===== src/rtl/debounce_bank.sv =====
// debounce_bank: per-channel input synchroniser, settle filter, edge pulses and optional auto-repeat.
module debounce_bank #(
    parameter int                  CHANNELS      = 8,
    parameter int                  CLK_FREQ      = 100,
    parameter int                  JITTER_MAX    = 10000,
    parameter logic [CHANNELS-1:0] INIT_VALUE    = '0,
    parameter logic [CHANNELS-1:0] REPEAT_MASK   = '0,
    parameter int                  REPEAT_DELAY  = 500000,
    parameter int                  REPEAT_PERIOD = 100000
) (
    input  logic                clk,
    input  logic                rst,
    input  logic [CHANNELS-1:0] sig_i,
    output logic [CHANNELS-1:0] sig_o,
    output logic [CHANNELS-1:0] rise_o,
    output logic [CHANNELS-1:0] fall_o,
    output logic [CHANNELS-1:0] press_o
);
    localparam int CLK_COUNT  = CLK_FREQ * JITTER_MAX;
    localparam int DELAY_CYC  = CLK_FREQ * REPEAT_DELAY;
    localparam int PERIOD_CYC = CLK_FREQ * REPEAT_PERIOD;
    localparam int CW         = $clog2(CLK_COUNT);
    localparam int HW_RAW     = $clog2(DELAY_CYC) > $clog2(PERIOD_CYC) ? $clog2(DELAY_CYC) : $clog2(PERIOD_CYC);
    localparam int HW         = HW_RAW < 1 ? 1 : HW_RAW;
    genvar n;
    generate
        for (n = 0; n < CHANNELS; n++) begin : g_ch
            logic          s0, s1, st, rise, fall, rep, rph;
            logic [CW-1:0] cnt;
            logic [HW-1:0] hcnt;
            logic          settle_done, flip;
            assign settle_done = cnt == CW'(CLK_COUNT - 1);
            assign flip        = (s1 != st) && settle_done;
            always_ff @(posedge clk) begin
                if (rst) begin
                    s0   <= INIT_VALUE[n];
                    s1   <= INIT_VALUE[n];
                    st   <= INIT_VALUE[n];
                    cnt  <= '0;
                    rise <= 1'b0;
                    fall <= 1'b0;
                    hcnt <= '0;
                    rph  <= 1'b0;
                    rep  <= 1'b0;
                end else begin
                    s0   <= sig_i[n];
                    s1   <= s0;
                    rise <= flip && s1;
                    fall <= flip && !s1;
                    cnt  <= (s1 == st || settle_done) ? '0 : cnt + CW'(1);
                    if (flip)
                        st <= s1;
                    // a falling edge also swallows any repeat due on that same edge
                    if (!REPEAT_MASK[n] || !st || flip) begin
                        hcnt <= '0;
                        rph  <= 1'b0;
                        rep  <= 1'b0;
                    end else if (hcnt == (rph ? HW'(PERIOD_CYC - 1) : HW'(DELAY_CYC - 1))) begin
                        hcnt <= '0;
                        rph  <= 1'b1;
                        rep  <= 1'b1;
                    end else begin
                        hcnt <= hcnt + HW'(1);
                        rep  <= 1'b0;
                    end
                end
            end
            assign sig_o[n]   = st;
            assign rise_o[n]  = rise;
            assign fall_o[n]  = fall;
            assign press_o[n] = rise | rep;
        end
    endgenerate
endmodule


===== config.mk =====
export PLATFORM = sky130hd
export DESIGN_NAME = debounce_bank
export DESIGN_NICKNAME = d
export VERILOG_FILES = /design/src/rtl/debounce_bank.sv
export SDC_FILE = /design/constraint.sdc
export NUM_CORES = 1
export LEC_CHECK = 0
export ABC_AREA = 1
export CAP_MARGIN = 20
export CORE_ASPECT_RATIO = 0.7
export CORE_UTILIZATION = 30
export CTS_CLUSTER_DIAMETER = 100
export DETAILED_ROUTE_END_ITERATION = 6
export PLACE_DENSITY = 0.51
export SLEW_MARGIN = 20
export SYNTH_ARGS = -nofsm -noshare
export SYNTH_HDL_FRONTEND = slang
export SYNTH_SLANG_ARGS = --single-unit

===== constraint.sdc =====
create_clock -name clk -period 1.6 [get_ports clk]
set_input_delay 0.4 -clock clk [delete_from_list [all_inputs] [get_ports clk]]
set_output_delay 0.4 -clock clk [all_outputs]
set_load 0.01 [all_outputs]

### Word-level counts from Yosys, hierarchy flattened

Cells that the tools add are included.
Widths: inputs -> output; s select.

| word-level totals | value |
|---|---|
| bits in registers | 200 |
| bits of input ports | 10 |
| word-level logic and storage cells | 128 |

| operators by class | value |
|---|---|
| add/sub/neg operators | 8 |
| equal/unequal tests | 24 |
| reductions and logical operators | 48 |

Operators by type and width:

| operator | number |
|---|---|
| $add 20x1->20 const B | 8 |
| $eq 20x20->1 const B | 8 |
| $logic_and 1x1->1 | 24 |
| $reduce_or 2->1 | 8 |
| $eq 1x1->1 | 8 |
| $logic_not 1->1 | 8 |
| $logic_or 1x1->1 | 8 |
| $ne 1x1->1 | 8 |

### Depth between registers and ports, before layout

| depth | value |
|---|---|
| word-level depth | 3 |
| depth in mapped cells | 10 |

### Least setup slack after synthesis

Ideal clock, no wire load.

| timing | value |
|---|---|
| path type | register to register |
| from | reg g_ch[6].cnt[0] |
| to | reg g_ch[6].cnt[11] |
| library setup time | 0.115 ns |
| arrival time | 1.306 ns |
| setup slack | 0.179 ns |
| cell stages (with the launch flop) | 10 |
| cell sequence | dfxtp_1 > ha_1 > nand2_2 > nor2_4 > inv_2 > nor2_2 > nand2_1 > nand2_4 > buf_6 > nor2_1 |

| between the ends | value |
|---|---|
| word-level cells in the longest chain between the ends | 3 |
| elaborated cells between the ends (all ways) | 4 |
| those cells by class | 1 x add/sub; 1 x eq/ne; 2 x reduce/logical |

Ends and longest elaborated chain:

| item | RTL line | source |
|---|---|---|
| start: declaration | 29 | `logic [CW-1:0] cnt;` |
| start signal: assignment | 50 | `cnt <= (s1 == st \|\| settle_done) ? '0 : cnt + CW'(1);` |
| branches (longest 3 deep; another with $add 20x1->20) | - |  |

Several ways; the timed one is not identified.
A chain may end at the register's enable or synchronous reset.

### Final worst setup path

| timing | value |
|---|---|
| from | reg g_ch[3].fall |
| to | out fall_o[3] |

RTL lines:

| item | RTL line | source |
|---|---|---|
| start: declaration | 28 | `logic s0, s1, st, rise, fall, rep, rph;` |
| start signal: assignment | 49 | `fall <= flip && !s1;` |
| end: declaration | 16 | `output logic [CHANNELS-1:0] fall_o,` |

No word-level cell between the ends.

==> results.json <==
{
  "avgSynthCellArea_um2": 6.769,
  "synth-compound-area-share": 0.04216,
  "drive_above_1_share": 0.07651,
  "arrival_ps": 1150,
  "synth-adder-area-share": 0.01028,
  "syn_nets": 1456,
  "fmax_mhz": 645.0,
  "r2r-start": "g_ch[6].cnt[1]",
  "holdWs_ps": 397.4,
  "period_share": 0.9689,
  "tightest_slew_ps": 369.1,
  "synth_top_family_by_area": "simple AND/OR/NAND/NOR gates",
  "synth.yosys.warnings": 0,
  "final.setup.tns_ps": 0,
  "wl_mm": 21.10,
  "status": "complete, no violations",
  "place_inst": 1889,
  "synth_flop_cell": "dfxtp_1",
  "grt_pass1_vias": 7518,
  "yosysUniqueCellTypes": 29,
  "crit_buf_inv": 1,
  "cts_tree": "yes",
  "syn_inst": 1438,
  "yosysTopAreaCell": "dfxtp_1",
  "setup_viol": 0,
  "grt_setup_unrepaired": "true",
  "core_mm2": 0.03155,
  "drtIter0Drc": 476,
  "grt_overflow": 0,
  "grt_max_degree": 21,
  "finalMaxSlewViolations": 0,
  "synth_top_area_frac": 0.4113,
  "max_cap_violations": 0,
  "async_flop_share": 0,
  "final_common_cell": "nand2_1",
  "synth_seq_area_share": 0.4113,
  "vias": 8267,
  "ir_drop_mv": 0.6992,
  "diodes": 0,
  "cp.required_ps": 1200,
  "hp-class": "reg2reg",
  "antenna_found_initial": 0,
  "fillCellCount": 3373,
  "path_max_fanout": 1,
  "ios": 42,
  "routedWlPerCell_um": 10.97,
  "place_congestion": 0.8493,
  "cts.sinks": 200,
  "cp-end-kind": "output port",
  "die_w_um": 217.3,
  "final_cell_mix": "360 x nand2_1, 352 x nor2_1, 196 x dfxtp_1",
  "vias_per_cell": 4.299,
  "grt_usage": 0.1333,
  "dp_hpwl_mm": 15.87,
  "cpMaxStageDelayCell": "dfxtp_1",
  "cp_top_family": "flip-flops",
  "min_period_ps": 1550,
  "h-tree-depth": 4,
  "dr.pass1.iters": 5,
  "cp_cell_sequence": "dlygate4sd2_1",
  "cp-start-kind": "flop",
  "postRouteAntennaNets": 0,
  "synth_area_mm2": 0.009734,
  "p_per_area_mw_per_mm2": 851.0,
  "synth_mux_area_frac": 0,
  "synth_edf_count": 0,
  "final_hold_viol_count": 0,
  "clk_path_buf_depth": 2,
  "hp-start": "g_ch[5].s0",
  "fin_worst_skew_ps": 7.107,
  "ys_seq_elements": 200,
  "port_buffers": 41,
  "drc": 0,
  "clock_latency_ps": 440,
  "fin_cells": 1923,
  "clk_pin_slew_ps": 70,
  "dieArea_mm2": 0.03318,
  "area_growth_pct": 16.05,
  "cts_root_buf": "clkbuf_16",
  "synth-simple-area-share": 0.3767,
  "cp_slowest_stage_delay_ps": 410,
  "layout.nets": 1509,
  "start_util": 0.3085,
  "die_h_um": 152.7,
  "rows": 54,
  "ctsHoldBuffers": 0,
  "cts_buffers": 17,
  "ys_top_cells_by_area": "dfxtp_1 41%, nand2_1 14%, nor2_1 14%, inv_1 5.6%, nand3_1 4.2%",
  "slew_headroom": 0.7521,
  "synth_xor_area_frac": 0.06748,
  "startpoint": "g_ch[3].fall",
  "grt_pass1_wl_mm": 36.16,
  "setup.worst_path.class": "reg2out",
  "p_leak_nw": 3.819
}
power breakdown:
group | internal (mW) | switching [mW]
registers | 5.00 | 0.0168
logic | 0.0739 | 0.0925
clock network | 2.48 | 1.95
synth_stat cells (3+ instances only):
| cell | number |
|---|---|
| nand2_1 | 363 |
| nor2_1 | 355 |
| dfxtp_1 | 200 |
| inv_1 | 146 |
| nand3_1 | 81 |
| a21oi_1 | 61 |
| xor2_1 | 38 |
| xnor2_1 | 37 |
| buf_4 | 32 |
| nand4_1 | 18 |
| nor3_1 | 15 |
| nand3b_1 | 11 |
| or2_2 | 11 |
| o21bai_1 | 10 |
| buf_2 | 8 |
| ha_1 | 8 |
| nor2_2 | 7 |
| o21ai_0 | 6 |
| buf_6 | 5 |
| nand2_2 | 5 |
| or2_0 | 5 |
| nor2_4 | 3 |
| nor3b_1 | 3 |
final cells by class:
type	count	area, um2	area share
well taps	420	525.5	0.04652
multi-input cells	1044	4872	0.4313
repair buffers	80	738.2	0.06534
inverters	148	555.5	0.04917
clock buffers	19	432.9	0.03832
flip-flops and latches	200	4009	0.3549
clock inverters	12	163.9	0.01451
state kept, by name (all words and copies together) (netlist names):
signal and count:
g_ch.cnt 160, g_ch.fall 8, g_ch.rise 8, g_ch.s0 8, g_ch.s1 8, g_ch.st 8
repair_timing:
item | 4_1_cts | 5_1_grt
endpoints found under the hold margin | 0 | 0
pin swaps | 0 | 1
endpoints found under the setup margin | 32 | 63
setup buffers | 0 | 3
resized for setup | 35 | 12
stage by stage:
| stage | worst slack, ps | util | power, mW | cell area (um2) |
|---|---|---|---|---|
| floorplan | 179.2 | - | 5.210 | 9734 |
| global placement | -141.1 | 0.3383 | 5.300 | 10680 |
| detailed placement | -174.6 | 0.3383 | 5.301 | 10680 |
| CTS | 29.20 | 0.3561 | 9.811 | 11240 |
| global route | -11.83 | 0.3580 | 10.04 | 11300 |
| finish | 49.70 | 0.3580 | 9.614 | 11300 |
cell families after synthesis:
family / after synthesis
AO/OA/AOI/OAI: 77
XOR/XNOR: 75
buffers and inverters: 194
flip-flops: 200
AND/OR/NAND/NOR: 884
adder cells (fa/ha/maj): 8
worst min-delay path, delay by kind of cell (launching register included):
| kind | cells | cell delay [ps] |
|---|---|---|
| and+or+nand+nor | 1 | 30 |
| buffers and inverters | 1 | 40 |
| DFF | 1 | 300 |
layer usage:
layer,wire length (um),track usage
met4,131,0.03052
met5,0,0
met3,725,0.03353
met2,8100,0.1841
met1,12140,0.2026
final timing paths:
| kind | to | slack [ps] | depth (start not counted) |
|---|---|---|---|
| worst max-delay path | fall_o[3] | 50 | 1 |
| worst min-delay path | g_ch[5].s1 | 400 | 2 |
| worst max register to register | g_ch[6].cnt[11] | 120 | 8 |
| worst min register to register | g_ch[5].s1 | 400 | 2 |
No activity file was read; power rests on OpenSTA's default activity.
